<file path="config.mk">
export PLATFORM = sky130hd
export DESIGN_NAME = rx_frame_ctrl
export DESIGN_NICKNAME = d
export VERILOG_FILES = /design/src/rtl/rx_ctrl_pkg.sv /design/src/rtl/rx_bit_shifter.sv /design/src/rtl/rx_frame_ctrl.sv
export SDC_FILE = /design/constraint.sdc
export NUM_CORES = 1
export LEC_CHECK = 0
export CAP_MARGIN = 30
export CORE_MARGIN = 2
export CORE_UTILIZATION = 56
export CTS_CLUSTER_DIAMETER = 150
export DETAILED_ROUTE_END_ITERATION = 12
export PLACE_DENSITY = 0.79
export REMOVE_ABC_BUFFERS = 1
export SLEW_MARGIN = 40
export SYNTH_ARGS = -nofsm -noshare
export SYNTH_HDL_FRONTEND = slang
export SYNTH_SLANG_ARGS = --single-unit
</file>
<file path="constraint.sdc">
create_clock -name clock -period 2.6 [get_ports clock]
set_clock_uncertainty 0.15 [all_clocks]
set_input_delay 0.26 -clock clock [delete_from_list [all_inputs] [get_ports clock]]
set_output_delay 0.26 -clock clock [all_outputs]
set_load 0.02 [all_outputs]
</file>
<file path="src/rtl/rx_ctrl_pkg.sv">
// Shared types and constants for the receive-side frame sequencer.
// Optional feature macro used by the design: RX_TIMEOUT_EN.
package rx_ctrl_pkg;

  typedef enum logic [2:0] {
    IDLE    = 3'd0,
    HUNT    = 3'd1,
    LEN     = 3'd2,
    PAYLOAD = 3'd3,
    DRAIN   = 3'd4
  } rx_state_e;

  localparam logic [1:0] ERR_NONE     = 2'd0;
  localparam logic [1:0] ERR_ZERO_LEN = 2'd1;
  localparam logic [1:0] ERR_OVERFLOW = 2'd2;
  localparam logic [1:0] ERR_TIMEOUT  = 2'd3;

  localparam int         SYNC_W_DEF      = 8;
  localparam logic [7:0] SYNC_WORD_DEF   = 8'hA5;
  localparam int         CW_W_DEF        = 7;
  localparam int         LEN_W_DEF       = 4;
  localparam int         TIMEOUT_CYC_DEF = 1024;

endpackage

</file>
<file path="src/rtl/rx_bit_shifter.sv">
// MSB-first serial-to-parallel shift register with a saturating fill count.
// Only the N-1 most recent bits are stored; word_o assembles the full N-bit
// word including the bit currently presented, so the caller can act on the
// same strobe that delivers the last bit. full_o is high when that word holds
// at least N collected bits. Clear has priority over shift.
module rx_bit_shifter #(
  parameter int N = 8
) (
  input  logic         clock,
  input  logic         reset,
  input  logic         clr_i,
  input  logic         shift_i,
  input  logic         bit_i,
  output logic [N-1:0] word_o,
  output logic         full_o
);

  localparam int CNT_W = $clog2(N + 1);

  logic [N-2:0]     data_q, data_d;
  logic [CNT_W-1:0] cnt_q, cnt_d;

  // Next-state: clear, or shift one bit in at the LSB and count it (saturating)
  always_comb begin
    data_d = data_q;
    cnt_d  = cnt_q;
    if (clr_i) begin
      data_d = '0;
      cnt_d  = '0;
    end else if (shift_i) begin
      data_d = {data_q[N-3:0], bit_i};
      if (cnt_q != CNT_W'(N)) begin
        cnt_d = cnt_q + 1'b1;
      end
    end
  end

  // Register the stored bits and the fill count
  always_ff @(posedge clock or negedge reset) begin
    if (!reset) begin
      data_q <= '0;
      cnt_q  <= '0;
    end else begin
      data_q <= data_d;
      cnt_q  <= cnt_d;
    end
  end

  assign word_o = {data_q, bit_i};
  assign full_o = (cnt_q >= CNT_W'(N - 1));

endmodule

</file>
<file path="src/rtl/rx_frame_ctrl.sv">
// Receive-side frame sequencer: sync hunt, length field, codeword deserialiser
// and a one-entry holding buffer towards the Hamming decoder.
// Optional feature macro: RX_TIMEOUT_EN (inactivity timeout in LEN/PAYLOAD/DRAIN).
// Handshake: cw_data/cw_valid come from a holding register; once cw_valid is
// high, cw_data stays stable until a cycle with cw_valid && cw_ready, which is
// the single transfer point. cw_valid never depends combinationally on cw_ready.
module rx_frame_ctrl
  import rx_ctrl_pkg::*;
#(
  parameter int               SYNC_W    = SYNC_W_DEF,
  parameter logic [SYNC_W-1:0] SYNC_WORD = SYNC_WORD_DEF,
  parameter int               CW_W      = CW_W_DEF,
  parameter int               LEN_W     = LEN_W_DEF
`ifdef RX_TIMEOUT_EN
  ,
  parameter int               TIMEOUT_CYC = TIMEOUT_CYC_DEF
`endif
) (
  input  logic             clock,
  input  logic             reset,
  input  logic             enable,
  input  logic             bit_valid,
  input  logic             bit_in,
  output logic [CW_W-1:0]  cw_data,
  output logic             cw_valid,
  input  logic             cw_ready,
  output logic [LEN_W-1:0] frame_len,
  output logic             busy,
  output logic             frame_start,
  output logic             frame_done,
  output logic             frame_err,
  output logic [1:0]       err_code,
  output rx_state_e        dbg_state
);

  rx_state_e        state_q, state_d;
  logic [CW_W-1:0]  cw_data_q, cw_data_d;
  logic             cw_valid_q, cw_valid_d;
  logic [LEN_W-1:0] frame_len_q, frame_len_d;
  logic [LEN_W-1:0] cw_cnt_q, cw_cnt_d;
  logic             start_q, start_d;
  logic             done_q, done_d;
  logic             err_q, err_d;
  logic [1:0]       err_code_q, err_code_d;

  logic              sync_clr, len_clr, cw_clr;
  logic [SYNC_W-1:0] sync_word;
  logic [LEN_W-1:0]  len_word;
  logic [CW_W-1:0]   cw_word;
  logic              sync_full, len_full, cw_full;

`ifdef RX_TIMEOUT_EN
  localparam int TMO_W = $clog2(TIMEOUT_CYC);
  logic [TMO_W-1:0] tmo_q, tmo_d;
`endif

  rx_bit_shifter #(.N(SYNC_W)) u_sync_shift (
    .clock   (clock),
    .reset   (reset),
    .clr_i   (sync_clr),
    .shift_i (bit_valid && (state_q == HUNT || state_q == DRAIN)),
    .bit_i   (bit_in),
    .word_o  (sync_word),
    .full_o  (sync_full)
  );

  rx_bit_shifter #(.N(LEN_W)) u_len_shift (
    .clock   (clock),
    .reset   (reset),
    .clr_i   (len_clr),
    .shift_i (bit_valid && state_q == LEN),
    .bit_i   (bit_in),
    .word_o  (len_word),
    .full_o  (len_full)
  );

  rx_bit_shifter #(.N(CW_W)) u_cw_shift (
    .clock   (clock),
    .reset   (reset),
    .clr_i   (cw_clr),
    .shift_i (bit_valid && state_q == PAYLOAD),
    .bit_i   (bit_in),
    .word_o  (cw_word),
    .full_o  (cw_full)
  );

  // Next-state, buffer and pulse logic; enable=0 overrides everything last
  always_comb begin
    state_d     = state_q;
    cw_data_d   = cw_data_q;
    cw_valid_d  = cw_valid_q;
    frame_len_d = frame_len_q;
    cw_cnt_d    = cw_cnt_q;
    start_d     = 1'b0;
    done_d      = 1'b0;
    err_d       = 1'b0;
    err_code_d  = err_code_q;
    sync_clr    = 1'b0;
    len_clr     = 1'b0;
    cw_clr      = 1'b0;
`ifdef RX_TIMEOUT_EN
    tmo_d       = '0;
`endif

    // A transfer empties the buffer unless a new codeword refills it below
    if (cw_valid_q && cw_ready) begin
      cw_valid_d = 1'b0;
    end

    case (state_q)
      IDLE: begin
        if (enable) begin
          state_d  = HUNT;
          sync_clr = 1'b1;
        end
      end
      HUNT: begin
        if (bit_valid && sync_full && sync_word == SYNC_WORD) begin
          state_d    = LEN;
          start_d    = 1'b1;
          err_code_d = ERR_NONE;
          len_clr    = 1'b1;
        end
      end
      LEN: begin
        if (bit_valid && len_full) begin
          frame_len_d = len_word;
          if (len_word == '0) begin
            err_d      = 1'b1;
            err_code_d = ERR_ZERO_LEN;
            state_d    = HUNT;
            sync_clr   = 1'b1;
          end else begin
            state_d  = PAYLOAD;
            cw_cnt_d = '0;
            cw_clr   = 1'b1;
          end
        end
      end
      PAYLOAD: begin
        if (bit_valid && cw_full) begin
          cw_clr = 1'b1;
          if (cw_valid_q && !cw_ready) begin
            // Buffer still occupied: keep the old codeword, drop the new one
            err_d      = 1'b1;
            err_code_d = ERR_OVERFLOW;
            state_d    = HUNT;
            sync_clr   = 1'b1;
          end else begin
            cw_data_d  = cw_word;
            cw_valid_d = 1'b1;
            cw_cnt_d   = cw_cnt_q + 1'b1;
            if (cw_cnt_q == frame_len_q - 1'b1) begin
              state_d  = DRAIN;
              sync_clr = 1'b1;
            end
          end
        end
      end
      DRAIN: begin
        if (cw_valid_q && cw_ready) begin
          done_d  = 1'b1;
          state_d = HUNT;
        end
      end
      default: begin
        state_d = IDLE;
      end
    endcase

`ifdef RX_TIMEOUT_EN
    // Inactivity timer: counts only while nothing moves in an active frame
    if ((state_q == LEN || state_q == PAYLOAD || state_q == DRAIN) &&
        state_d == state_q && !bit_valid && !(state_q == DRAIN && cw_ready)) begin
      if (tmo_q == TMO_W'(TIMEOUT_CYC - 1)) begin
        err_d      = 1'b1;
        err_code_d = ERR_TIMEOUT;
        state_d    = HUNT;
        sync_clr   = 1'b1;
      end else begin
        tmo_d = tmo_q + 1'b1;
      end
    end
`endif

    if (!enable) begin
      state_d     = IDLE;
      cw_valid_d  = 1'b0;
      cw_data_d   = cw_data_q;
      frame_len_d = frame_len_q;
      cw_cnt_d    = cw_cnt_q;
      start_d     = 1'b0;
      done_d      = 1'b0;
      err_d       = 1'b0;
      err_code_d  = err_code_q;
      sync_clr    = 1'b0;
      len_clr     = 1'b0;
      cw_clr      = 1'b0;
`ifdef RX_TIMEOUT_EN
      tmo_d       = '0;
`endif
    end
  end

  // State and output registers
  always_ff @(posedge clock or negedge reset) begin
    if (!reset) begin
      state_q     <= IDLE;
      cw_data_q   <= '0;
      cw_valid_q  <= 1'b0;
      frame_len_q <= '0;
      cw_cnt_q    <= '0;
      start_q     <= 1'b0;
      done_q      <= 1'b0;
      err_q       <= 1'b0;
      err_code_q  <= ERR_NONE;
    end else begin
      state_q     <= state_d;
      cw_data_q   <= cw_data_d;
      cw_valid_q  <= cw_valid_d;
      frame_len_q <= frame_len_d;
      cw_cnt_q    <= cw_cnt_d;
      start_q     <= start_d;
      done_q      <= done_d;
      err_q       <= err_d;
      err_code_q  <= err_code_d;
    end
  end

`ifdef RX_TIMEOUT_EN
  // Inactivity timer register
  always_ff @(posedge clock or negedge reset) begin
    if (!reset) begin
      tmo_q <= '0;
    end else begin
      tmo_q <= tmo_d;
    end
  end
`endif

  assign cw_data     = cw_data_q;
  assign cw_valid    = cw_valid_q;
  assign frame_len   = frame_len_q;
  assign busy        = (state_q == LEN) || (state_q == PAYLOAD);
  assign frame_start = start_q;
  assign frame_done  = done_q;
  assign frame_err   = err_q;
  assign err_code    = err_code_q;
  assign dbg_state   = state_q;

endmodule

</file>
## After elaboration in Yosys (flattened, before gate mapping)

Index checks and enable logic that the tools add are counted.

| word-level totals | value |
|---|---|
| bits in registers | 50 |
| input port bits | 6 |

| operators by class | value |
|---|---|
| add/sub/neg operators | 5 |
| order comparisons | 3 |
| eq/ne operators | 21 |
| multiplexer cells | 62 |
| bitwise logic cells | 1 |
| reduce and logical (&&, ||, !) cells | 30 |

Operators with widths:

| operator | count |
|---|---|
| 3-bit two-way mux | 15 |
| 4-bit two-way mux | 7 |
| 1-bit two-way mux | 24 |
| 3-bit case mux with 5 select lines | 1 |
| 7-bit two-way mux | 2 |
| 2-bit nonzero test | 7 |
| 2-bit two-way mux | 6 |
| 6-bit two-way mux | 2 |
| 3-bit by 2-bit != test with 1-bit output (second input constant) | 4 |
| 2-bit by 1-bit != test with 1-bit output (second input constant) | 5 |
| 1-bit logical AND | 9 |
| 4-bit by 1-bit adder with 4-bit output (second input constant) | 2 |
| 8-bit equality test (second input constant) | 1 |
| 4-bit case mux with 2 select lines | 1 |
| 7-bit AND reduction | 1 |
| 3-bit by 1-bit adder with 3-bit output (second input constant) | 2 |
| 3-bit by 2-bit equality test with 1-bit output (second input constant) | 2 |
| 3-bit != test (second input constant) | 2 |
| 2-bit case mux with 3 select lines | 1 |
| 2-bit AND reduction | 3 |
| 6-bit AND reduction | 1 |
| 5-bit AND reduction | 1 |
| 4-bit equality test | 1 |
| 4-bit by 3-bit >= comparator with 1-bit output (second input constant) | 1 |
| other kinds (18) | 21 |

## Depth between registers and ports, before layout

Gate-level depths: netlist (run 1).

| depth | value |
|---|---|
| depth after elaboration | 9 |
| depth in mapped cells | 8 |

## Modules after synthesis

A second synthesis (run 1) with hierarchy kept.

| unflattened totals | value |
|---|---|
| cell total of the unflattened synthesis | 252 |
| area, all modules | 2847.7 um^2 |

By module, submodules not included:

| module | instances | cells an instance | area each (um^2) | seq. area each (um^2) |
|---|---|---|---|---|
| rx_frame_ctrl | 1 | 136 | 1517.7 | 600.6 |
| rx_bit_shifter (u_sync_shift) | 1 | 48 | 550.5 | 275.3 |
| rx_bit_shifter (u_cw_shift) | 1 | 37 | 446.7 | 225.2 |
| rx_bit_shifter (u_len_shift) | 1 | 31 | 332.8 | 150.1 |

## Worst setup path after synthesis (run 1)

OpenSTA, ideal clock, no wires.

| timing path | value |
|---|---|
| path type | reg-to-reg |
| start point | reg cw_valid_q, in the netlist cw_valid |
| end point | reg cw_data_q[0], in the netlist cw_data[0] |
| arrival | 1.723 ns |
| required time | 2.325 ns |
| setup slack | 0.602 ns |
| cell stages (with the launch flop) | 7 |
| clock period less this slack | 1.998 ns |
| cells stage by stage | dfrtp_1 -> nor2b_1 -> buf_2 -> a221o_1 -> a21oi_4 -> nand2_4 -> mux2_4 |

| between the ends | value |
|---|---|
| cells in the longest elaborated chain, start to end | 3 |

Ends and longest elaborated chain:

| element | RTL line | RTL |
|---|---|---|
| from (decl) | rx_frame_ctrl.sv:38 | `logic cw_valid_q, cw_valid_d;` |
| from (signal assigned) | rx_frame_ctrl.sv:220 | `cw_valid_q <= cw_valid_d;` |
| 1-bit logical AND | rx_frame_ctrl.sv:143 | `if (cw_valid_q && !cw_ready) begin` |
| 1-bit NOT (no source line) | - |  |
| 4-bit AND reduction (no source line) | - |  |
| to (signal assigned) | rx_frame_ctrl.sv:219 | `cw_data_q <= cw_data_d;` |
| to (decl) | rx_frame_ctrl.sv:37 | `logic [CW_W-1:0] cw_data_q, cw_data_d;` |

No other way between the ends.
A chain may end at the register's enable or synchronous reset.

## Final worst setup path (run 1)

| timing path | value |
|---|---|
| start point | reg state_q[1], in the netlist dbg_state[1] |
| end point | reg u_cw_shift.data_q[2] |

| between the ends | value |
|---|---|
| cells in the longest elaborated chain, start to end | 4 |
| elaborated cells between the ends (all ways) | 7 |
| those cells by class | eq/ne: 2; mux: 3; reduce/logical: 2 |

Ends and longest elaborated chain:

| element | RTL line | RTL |
|---|---|---|
| from (decl) | rx_frame_ctrl.sv:36 | `rx_state_e state_q, state_d;` |
| from (signal assigned) | rx_frame_ctrl.sv:218 | `state_q <= state_d;` |
| 3-bit by 2-bit equality test with 1-bit output, on equally long branches | rx_frame_ctrl.sv:81, rx_frame_ctrl.sv:110 |  |
| 1-bit case mux with 2 select lines | rx_frame_ctrl.sv:110 | `case (state_q)` |
| 1-bit two-way mux | rx_frame_ctrl.sv:186 | `if (!enable) begin` |
| 6-bit two-way mux or 2-bit nonzero test (tied branches) | - |  |
| to (signal assigned) | rx_bit_shifter.sv:44 | `data_q <= data_d;` |
| to (decl) | rx_bit_shifter.sv:20 | `logic [N-2:0] data_q, data_d;` |

Parallel ways exist; a longest one is shown, timed or not.

==> implementation parameters, run 1 <==
Parameter                              Value

GRT
  Antenna violations before repair    0
  GRT Total Usage    ~22%
  Number of global-route vias before repair    between 1,500 and 2,000
  Largest net degree at the start of global routing    51
  Aggregate global routing overflow    0
  Global-route wire length before repair    between 8 and 9 mm

Routing
  DRC    0
  Wire length per cell after detailed routing    14.8 um
  Post-detailed-route count of antenna-violating nets    0
  Drt first pass iters    4
  Detailed-route wire length    approximately 5.2 mm
  Vias per cell    between 5 and 6
  Vias    approximately 2,000
  Detailed Route Iter0 Violations    around 160

Timing
  Final critical-path required period    2.25 ns
  Final number of max-transition violations    0
  Setup repair after global routing missed its margin    false
  Max Clk Rate    about 450 MHz
  Period Utilization, post-route    a little under nine tenths
  Final setup violation count    0
  Relative slew margins    57.0%
  Hold Violations, Final    0
  Transition time at the pin with the least slew margin    around 0.64 ns
  Sum Neg Setup Slack    0 ns

Cells and area
  Sequential Area    approximately 1300 sq um
  Nets@finish    311
  Post-layout instance area    a little over 3000 sq um
  Count of antenna diodes in the layout    0
  Count of fill cells added during filler insertion    roughly 380
  Area Overhead vs Synth    18.1%
  Area used by multi-input combinational logic    between 1000 and 1500 sq um
  Most frequent cells in the layout    sky130_fd_sc_hd__dfrtp_1 (50), sky130_fd_sc_hd__nand2_1 (42), sky130_fd_sc_hd__clkdlybuf4s50_1 (25), sky130_fd_sc_hd__a21oi_1 (23), sky130_fd_sc_hd__nor2_1 (19)
  Most frequent standard cell in the layout excluding fill and tap cells    sky130_fd_sc_hd__dfrtp_1
  Share of final-layout standard cells stronger than drive strength 1    between 10% and 20%

Power
  Part of the power in combinational logic    between 10% and 20%
  Leakage dissipation    about 1.4 nW
  Power spent charging and discharging nets    ~430 uW
  Share of power burned in registers    between 50% and 60%
  Areal power density over the cells    ~520 nW/um^2
  Post-layout power    ~1.6 mW
  Peak ir drop on the vdd network    roughly 0.33 mV
  Internal    around 1.2 mW
  Share of total power in the clock network    between 20 and 30%
  Switching share of power    27.3%

Yosys
  Cell count after synthesis    261
  Cell Area, Synth    between 2000 and 3000 sq um
  Seq/Total Area, Yosys    about half
  Post-synth top area share    48.3%
  Post-synth EDFFs    0
  Most common flop cell mapped by yosys    sky130_fd_sc_hd__dfrtp_1
  Number of warnings issued by yosys    0
  Mean cell area of the mapped netlist    9.92 sq um
  Top area cells in the synthesized netlist    sky130_fd_sc_hd__dfrtp_1 (48%), sky130_fd_sc_hd__nand2_1 (6.1%), sky130_fd_sc_hd__a21oi_1 (4.4%)
  Largest area contributor in the netlist    sky130_fd_sc_hd__dfrtp_1
  Flip-flop and latch count after synthesis    50
  Share of flip-flops with an asynchronous set or reset    100%
  Distinct cells, synth    between 40 and 50

Clocking
  Clock Latency Late Sink    approximately 0.30 ns
  Buffer cell driving the clock tree root    sky130_fd_sc_hd__clkbuf_8
  Max clock buf depth    2
  TritonCTS Buffers    5
  Clock transition at the registers of the reported paths    0.09 ns
  Clock Sink Count    50
  Clock tree from TritonCTS    yes
  Number of buffers added for setup after CTS    0
  Depth of the CTS H-tree    2

Placed design
  Total placed instance area    roughly 3000 sq um
  IO buf count    26
  Half-perimeter wire length after detailed placement    between 3 and 4 mm
  Placer congestion estimate    ~0.85

Setup path
  Kind of capture point of the worst setup path    flip-flop
  Critical path peak fanout    15
  Required time reported for the critical path endpoint    2.60 ns
  Startpoint type of the worst setup path    flip-flop
  Data arrival at the endpoint of the critical path    2.25 ns
  Setup Crit Path Kind    flip-flop to flip-flop

Floorplan
  Starting Density    58.6%
  Core outline area    approximately 4400 sq um
  Number of I/O pins    27
  Die W    72.0 um
  Chip height    approximately 72 um
  Area of the die    approximately 5200 sq um
  Rows    24

Run status
  Result of the run    finished, final reports clean

Run
  Count of maximum capacitance violations    0

Hold path
  Hold crit path type    input port to async pin
per-layer routing:
layer,up-vias,global-route usage (%),share of wire (%),routed length [um]
met5,-,0,0,0
met4,0,8.39,1.8,93
met3,11,4.03,3.8,195
met2,42,34.6,48,2480
met1,949,31.5,47,2410
li1,980,-,-,-
layout make-up:
cell class	count	share of cell area, %
Timing Repair Buffer	38	11.8
Clock buffer	7	2.82
Clock inverter	1	0.164
Tap cell	52	2.13
Multi-Input combinational cell	191	40.9
Inverter	10	1.23
Sequential cell	50	40.9
critical path, cell delays in order, from the launching register on:
cell                      delay (ns)
sky130_fd_sc_hd__dfrtp_1        0.64
sky130_fd_sc_hd__nor3b_4        0.53
sky130_fd_sc_hd__a31oi_1        0.14
sky130_fd_sc_hd__nor2_1         0.51
sky130_fd_sc_hd__a21oi_1        0.11
power groups by stage:
stage | combinational (mW) | clock [mW] | sequential [mW]
global placement | 0.242 | 0 | 0.893
CTS | 0.257 | 0.472 | 0.881
floorplan | 0.136 | 0 | 0.901
finish | 0.254 | 0.458 | 0.879
global route | 0.292 | 0.504 | 0.887
detailed placement | 0.254 | 0 | 0.896
flip-flops by register name, summed over array words and instances, names as in the netlist, 4 cells and up:
name / flops
cw_cnt_q: 4
cw_data: 7
frame_len: 4
u_cw_shift.data_q: 6
u_sync_shift.cnt_q: 4
u_sync_shift.data_q: 7
synth_stat cells (all sizes together), types with 4 or more instances:
master  instances
nand2          43
mux2           11
ha              9
nand2b          4
nand3b          4
a21oi          24
nand3          17
xnor2           8
buf             7
xor2            4
dfrtp          50
nor2           19
inv            10
o21ai           5
nand4           4
cells by family (layout without fill, tap and decap cells):
logic type | count (synthesis) | count (layout) | synth area share, %
compound gates | 50 | 50 | 12.5
xor+xnor | 12 | 12 | 4.06
fa+ha+maj | 9 | 9 | 4.35
buf+inv | 20 | 56 | 3.34
flops | 50 | 50 | 48.3
mux | 14 | 14 | 6.96
simple gates | 106 | 106 | 20.5
stage by stage:
step | cells | setup slack (ns) | hold slack [ns] | utilization (%)
finish | 349 | 0.355 | 0.313 | 69.2
detailed placement | 340 | 0.259 | 0.118 | 67.0
global placement | 340 | 0.298 | 0.116 | 67.0
global route | 349 | 0.193 | 0.344 | 69.2
CTS | 349 | 0.379 | 0.329 | 69.2
floorplan | 251 | 0.290 | -0.186 | -
what timing repair did:
action                                  in CTS  in global routing
resized for setup                            0                  0
hold endpoints to repair                    50                  0
endpoints found under the setup margin       0                  0
hold buffers                                 1                  0
worst paths after layout:
kind | cells past startpoint | start | slack, ns | endpoint
worst max register to register | 4 | dbg_state[1]$_DFFE_PN0P_ | 0.35 | u_cw_shift.data_q[2]$_DFFE_PN0P_
worst max-delay path | 4 | dbg_state[1]$_DFFE_PN0P_ | 0.35 | u_cw_shift.data_q[2]$_DFFE_PN0P_
worst min-delay path | 3 | reset | 0.31 | err_code[1]$_DFFE_PN0P_
worst min register to register | 1 | u_cw_shift.data_q[5]$_DFFE_PN0P_ | 0.36 | cw_data[6]$_DFFE_PN0P_
max in group asynchronous | 3 | reset | 1.76 | err_code[0]$_DFFE_PN0P_
min in group clock | 1 | u_cw_shift.data_q[5]$_DFFE_PN0P_ | 0.36 | cw_data[6]$_DFFE_PN0P_
Power figures use the tool's default switching activity.
==> inputs of run 2 (changes only) <==
Settings changed: CTS_CLUSTER_SIZE from default to 12.
==> results of run 2 <==
Final layout, timing and power as in run 1 (identical DEF).
==> inputs of run 3 (changes only) <==
Settings changed: CORE_UTILIZATION 56 to 57, SYNTH_HIERARCHICAL from default to 1.
==> implementation parameters, run 3 <==
Parameter                              Value

Run status
  Result of the run    finished, final reports clean (unchanged)

Power
  Power spent charging and discharging nets    996 uW (was 435 uW)
  Share of power burned in registers    39.4% (was 55.3%)
  Switching share of power    36.6% (was 27.3%)
  Internal    1.72 mW (was 1.16 mW)
  Leakage dissipation    1.52 nW (was 1.37 nW)
  Areal power density over the cells    809 nW/um^2 (was 521 nW/um^2)
  Post-layout power    2.72 mW (was 1.59 mW)
  Part of the power in combinational logic    39.8% (was 15.9%)
  Peak ir drop on the vdd network    0.524 mV (was 0.325 mV)
  Share of total power in the clock network    20.8% (was 28.8%)

Yosys
  Cell Area, Synth    2850 sq um (was 2590 sq um)
  Post-synth EDFFs    0 (unchanged)
  Number of warnings issued by yosys    6 (was 0)
  Post-synth top area share    43.9% (was 48.3%)
  Largest area contributor in the netlist    sky130_fd_sc_hd__dfrtp_1 (unchanged)
  Mean cell area of the mapped netlist    11.3 sq um (was 9.92 sq um)
  Most common flop cell mapped by yosys    sky130_fd_sc_hd__dfrtp_1 (unchanged)
  Share of flip-flops with an asynchronous set or reset    100% (unchanged)
  Most numerous cell types in the synthesized netlist    sky130_fd_sc_hd__dfrtp_1 (50), sky130_fd_sc_hd__nor2_1 (27), sky130_fd_sc_hd__mux2i_1 (18) (was sky130_fd_sc_hd__dfrtp_1 (50), sky130_fd_sc_hd__nand2_1 (42), sky130_fd_sc_hd__a21oi_1 (23))
  Top area cells in the synthesized netlist    sky130_fd_sc_hd__dfrtp_1 (44%), sky130_fd_sc_hd__mux2i_1 (6.3%), sky130_fd_sc_hd__mux2_4 (4.2%) (was sky130_fd_sc_hd__dfrtp_1 (48%), sky130_fd_sc_hd__nand2_1 (6.1%), sky130_fd_sc_hd__a21oi_1 (4.4%))
  Flip-flop and latch count after synthesis    50 (unchanged)
  Cell count after synthesis    252 (was 261)
  Seq/Total Area, Yosys    43.9% (was 48.3%)
  Most frequently used cell type in the post-synthesis netlist    sky130_fd_sc_hd__dfrtp_1 (unchanged)
  Distinct cells, synth    63 (was 48)

Clocking
  Depth of the CTS H-tree    2 (unchanged)
  Max clock buf depth    2 (unchanged)
  Clock transition at the registers of the reported paths    0.10 ns (was 0.09 ns)
  Clock Sink Count    50 (unchanged)
  Buffer cell driving the clock tree root    sky130_fd_sc_hd__clkbuf_8 (unchanged)
  Clock Latency Late Sink    0.31 ns (was 0.30 ns)
  TritonCTS Buffers    5 (unchanged)
  Clock tree from TritonCTS    yes (unchanged)

Setup path
  Capture point of the worst reg-to-reg path    u_cw_shift/cnt_q[0]$_DFFE_PN0P_ (was u_cw_shift.data_q[2]$_DFFE_PN0P_)
  Kind of capture point of the worst setup path    flip-flop (unchanged)
  Required time reported for the critical path endpoint    2.64 ns (was 2.60 ns)
  Startpoint type of the worst setup path    flip-flop (unchanged)
  Number of cells traversed by the worst register-to-register path    9 (was 4)
  Most frequent CP cell    sky130_fd_sc_hd__ha_1
  Critical path peak fanout    7 (was 15)
  Cell with the biggest individual delay on the critical path    sky130_fd_sc_hd__dfrtp_1 (unchanged)
  Longest individual stage delay on the worst path    0.41 ns (was 0.64 ns)
  Data arrival at the endpoint of the critical path    2.45 ns (was 2.25 ns)
  Critical path cell sequence    ha_1, ha_1, nor2_1, o21ai_0, nand2_2, or3_1, a21oi_2, nor2b_1, mux2_4 (was nor3b_4, a31oi_1, nor2_1, a21oi_1)
  Setup Crit Path Kind    flip-flop to flip-flop (unchanged)
  Worst reg2reg startpoint    u_len_shift/cnt_q[0]$_DFFE_PN0P_ (was dbg_state[1]$_DFFE_PN0P_)
  Flop-to-flop setup slack    0.18 ns (was 0.35 ns)

Floorplan
  Rows    25 (was 24)
  Starting Density    59.5% (was 58.6%)
  Core outline area    4790 sq um (was 4410 sq um)
  Area of the die    5580 sq um (was 5180 sq um)
  Die W    74.7 um (was 72.0 um)
  Chip height    74.7 um (was 72.0 um)
  Number of I/O pins    27 (unchanged)

Cells and area
  Final core utilization    70.1% (was 69.2%)
  Share of final-layout standard cells stronger than drive strength 1    20.9% (was 12.5%)
  Area used by multi-input combinational logic    1440 sq um (was 1250 sq um)
  Most frequent cells in the layout    sky130_fd_sc_hd__dfrtp_1 (50), sky130_fd_sc_hd__nor2_1 (27), sky130_fd_sc_hd__clkdlybuf4s50_1 (25), sky130_fd_sc_hd__mux2i_1 (18), sky130_fd_sc_hd__buf_4 (18) (was sky130_fd_sc_hd__dfrtp_1 (50), sky130_fd_sc_hd__nand2_1 (42), sky130_fd_sc_hd__clkdlybuf4s50_1 (25), sky130_fd_sc_hd__a21oi_1 (23), sky130_fd_sc_hd__nor2_1 (19))
  Count of fill cells added during filler insertion    358 (was 376)
  Most frequent standard cell in the layout excluding fill and tap cells    sky130_fd_sc_hd__dfrtp_1 (unchanged)
  Sequential Area    1250 sq um (unchanged)
  Area Overhead vs Synth    17.9% (was 18.1%)
  Nets@finish    306 (was 311)
  Count of antenna diodes in the layout    0 (unchanged)

GRT
  Number of global-route vias before repair    1,942 (was 1,953)
  Antenna violations before repair    0 (unchanged)
  Aggregate global routing overflow    0 (unchanged)
  Global-route wire length before repair    9.30 mm (was 8.99 mm)
  Largest net degree at the start of global routing    27 (was 51)
  GRT Total Usage    22.0% (was 22.3%)

Timing
  Hold Violations, Final    0 (unchanged)
  Transition time at the pin with the least slew margin    0.583 ns (was 0.643 ns)
  Setup repair after global routing missed its margin    false (unchanged)
  Period Utilization, post-route    92.9% (was 86.4%)
  Final hold slack    0.325 ns (was 0.313 ns)
  Final setup violation count    0 (unchanged)
  Final critical-path required period    2.42 ns (was 2.25 ns)
  Final number of max-transition violations    0 (unchanged)
  Max Clk Rate    414 MHz (was 445 MHz)
  Relative slew margins    60.9% (was 57.0%)

Routing
  Post-detailed-route count of antenna-violating nets    0 (unchanged)
  Detailed Route Iter0 Violations    115 (was 162)
  Wire length per cell after detailed routing    14.9 um (was 14.8 um)
  Drt first pass iters    4 (unchanged)
  Vias per cell    5.53 (was 5.68)
  Vias    1,984 (was 1,982)
  DRC    0 (unchanged)
  Detailed-route wire length    5.34 mm (was 5.18 mm)

Placed design
  Half-perimeter wire length after detailed placement    3.96 mm (was 3.69 mm)
  Placer congestion estimate    0.860 (was 0.855)
  IO buf count    26 (unchanged)

Run
  Count of maximum capacitance violations    0 (unchanged)

Hold path
  Hold crit path type    input port to async pin (unchanged)
[run 3: power groups by stage]
stage	sequential, mW	clock, mW	combinational, mW
finish	1.07	0.566	1.08
floorplan	1.14	0	0.630
global placement	1.08	0	1.04
CTS	1.07	0.577	1.08
global route	1.09	0.614	1.20
detailed placement	1.08	0	1.07
[run 3: through the flow]
| stage | TNS (ns) | cells | instance area, sq um | worst slack [ns] |
|---|---|---|---|---|
| after floorplan | -0.619 | 238 | 2720 | -0.255 |
| after global placement | 0 | 350 | 3220 | 0.0946 |
| after detailed placement | 0 | 350 | 3230 | 0.122 |
| after CTS | 0 | 359 | 3350 | 0.0743 |
| after global routing | 0 | 359 | 3360 | 0.0662 |
| final | 0 | 359 | 3360 | 0.184 |
[run 3: how the worst max path moves through the flow]
stage	from	to	slack [ns]	cells after the start
after CTS	u_len_shift/cnt_q[0]$_DFFE_PN0P_	u_cw_shift/cnt_q[0]$_DFFE_PN0P_	0.07	9
after detailed placement	u_len_shift/cnt_q[0]$_DFFE_PN0P_	u_cw_shift/cnt_q[0]$_DFFE_PN0P_	0.12	9
after global placement	frame_len[1]$_DFFE_PN0P_	u_sync_shift/cnt_q[1]$_DFFE_PN0P_	0.09	8
final	u_len_shift/cnt_q[0]$_DFFE_PN0P_	u_cw_shift/cnt_q[0]$_DFFE_PN0P_	0.18	9
after global routing	u_len_shift/cnt_q[0]$_DFFE_PN0P_	u_cw_shift/cnt_q[0]$_DFFE_PN0P_	0.07	9
after floorplan	frame_len[0]$_DFFE_PN0P_	u_sync_shift/cnt_q[1]$_DFFE_PN0P_	-0.26	8
[run 3: what timing repair did]
action,4_1_cts,5_1_grt
buffers inserted,0,0
endpoints found under the hold margin,24,0
hold buffers,1,0
setup endpoints to repair,0,6
resized for setup,0,1
[run 3: kinds of logic (layout without fill, tap and decap cells)]
family	count (synthesis)	after routing	synth area share, %
AO/OA/AOI/OAI	36	36	8.83
XOR/XNOR	8	8	2.94
adder cells (fa/ha/maj)	9	9	3.95
buffers and inverters	26	66	5.98
flip-flops	50	50	43.9
multiplexers	30	30	12.1
AND/OR/NAND/NOR	93	93	22.2
[run 3: area by class of cell]
class	instances	area share [%]
Sequential cell	50	37.3
Timing Repair Buffer	46	12.5
Multi-Input combinational cell	176	42.9
Tap cell	67	2.50
Clock buffer	5	2.05
Inverter	12	1.34
Clock inverter	3	1.42
[run 3: worst max-delay path, delay by kind of cell (launching register included)]
| family | cells | cell delay, ns |
|---|---|---|
| AOI/OAI and AO/OA | 2 | 0.49 |
| and+or+nand+nor | 4 | 0.66 |
| muxes | 1 | 0.28 |
| adders and majority gates | 2 | 0.30 |
| DFF | 1 | 0.41 |
[run 3: layer usage]
metal,wire length [um],track usage [%]
met5,0,0
met4,46,4.76
met3,193,4.55
met2,2630,36.0
met1,2470,30.6
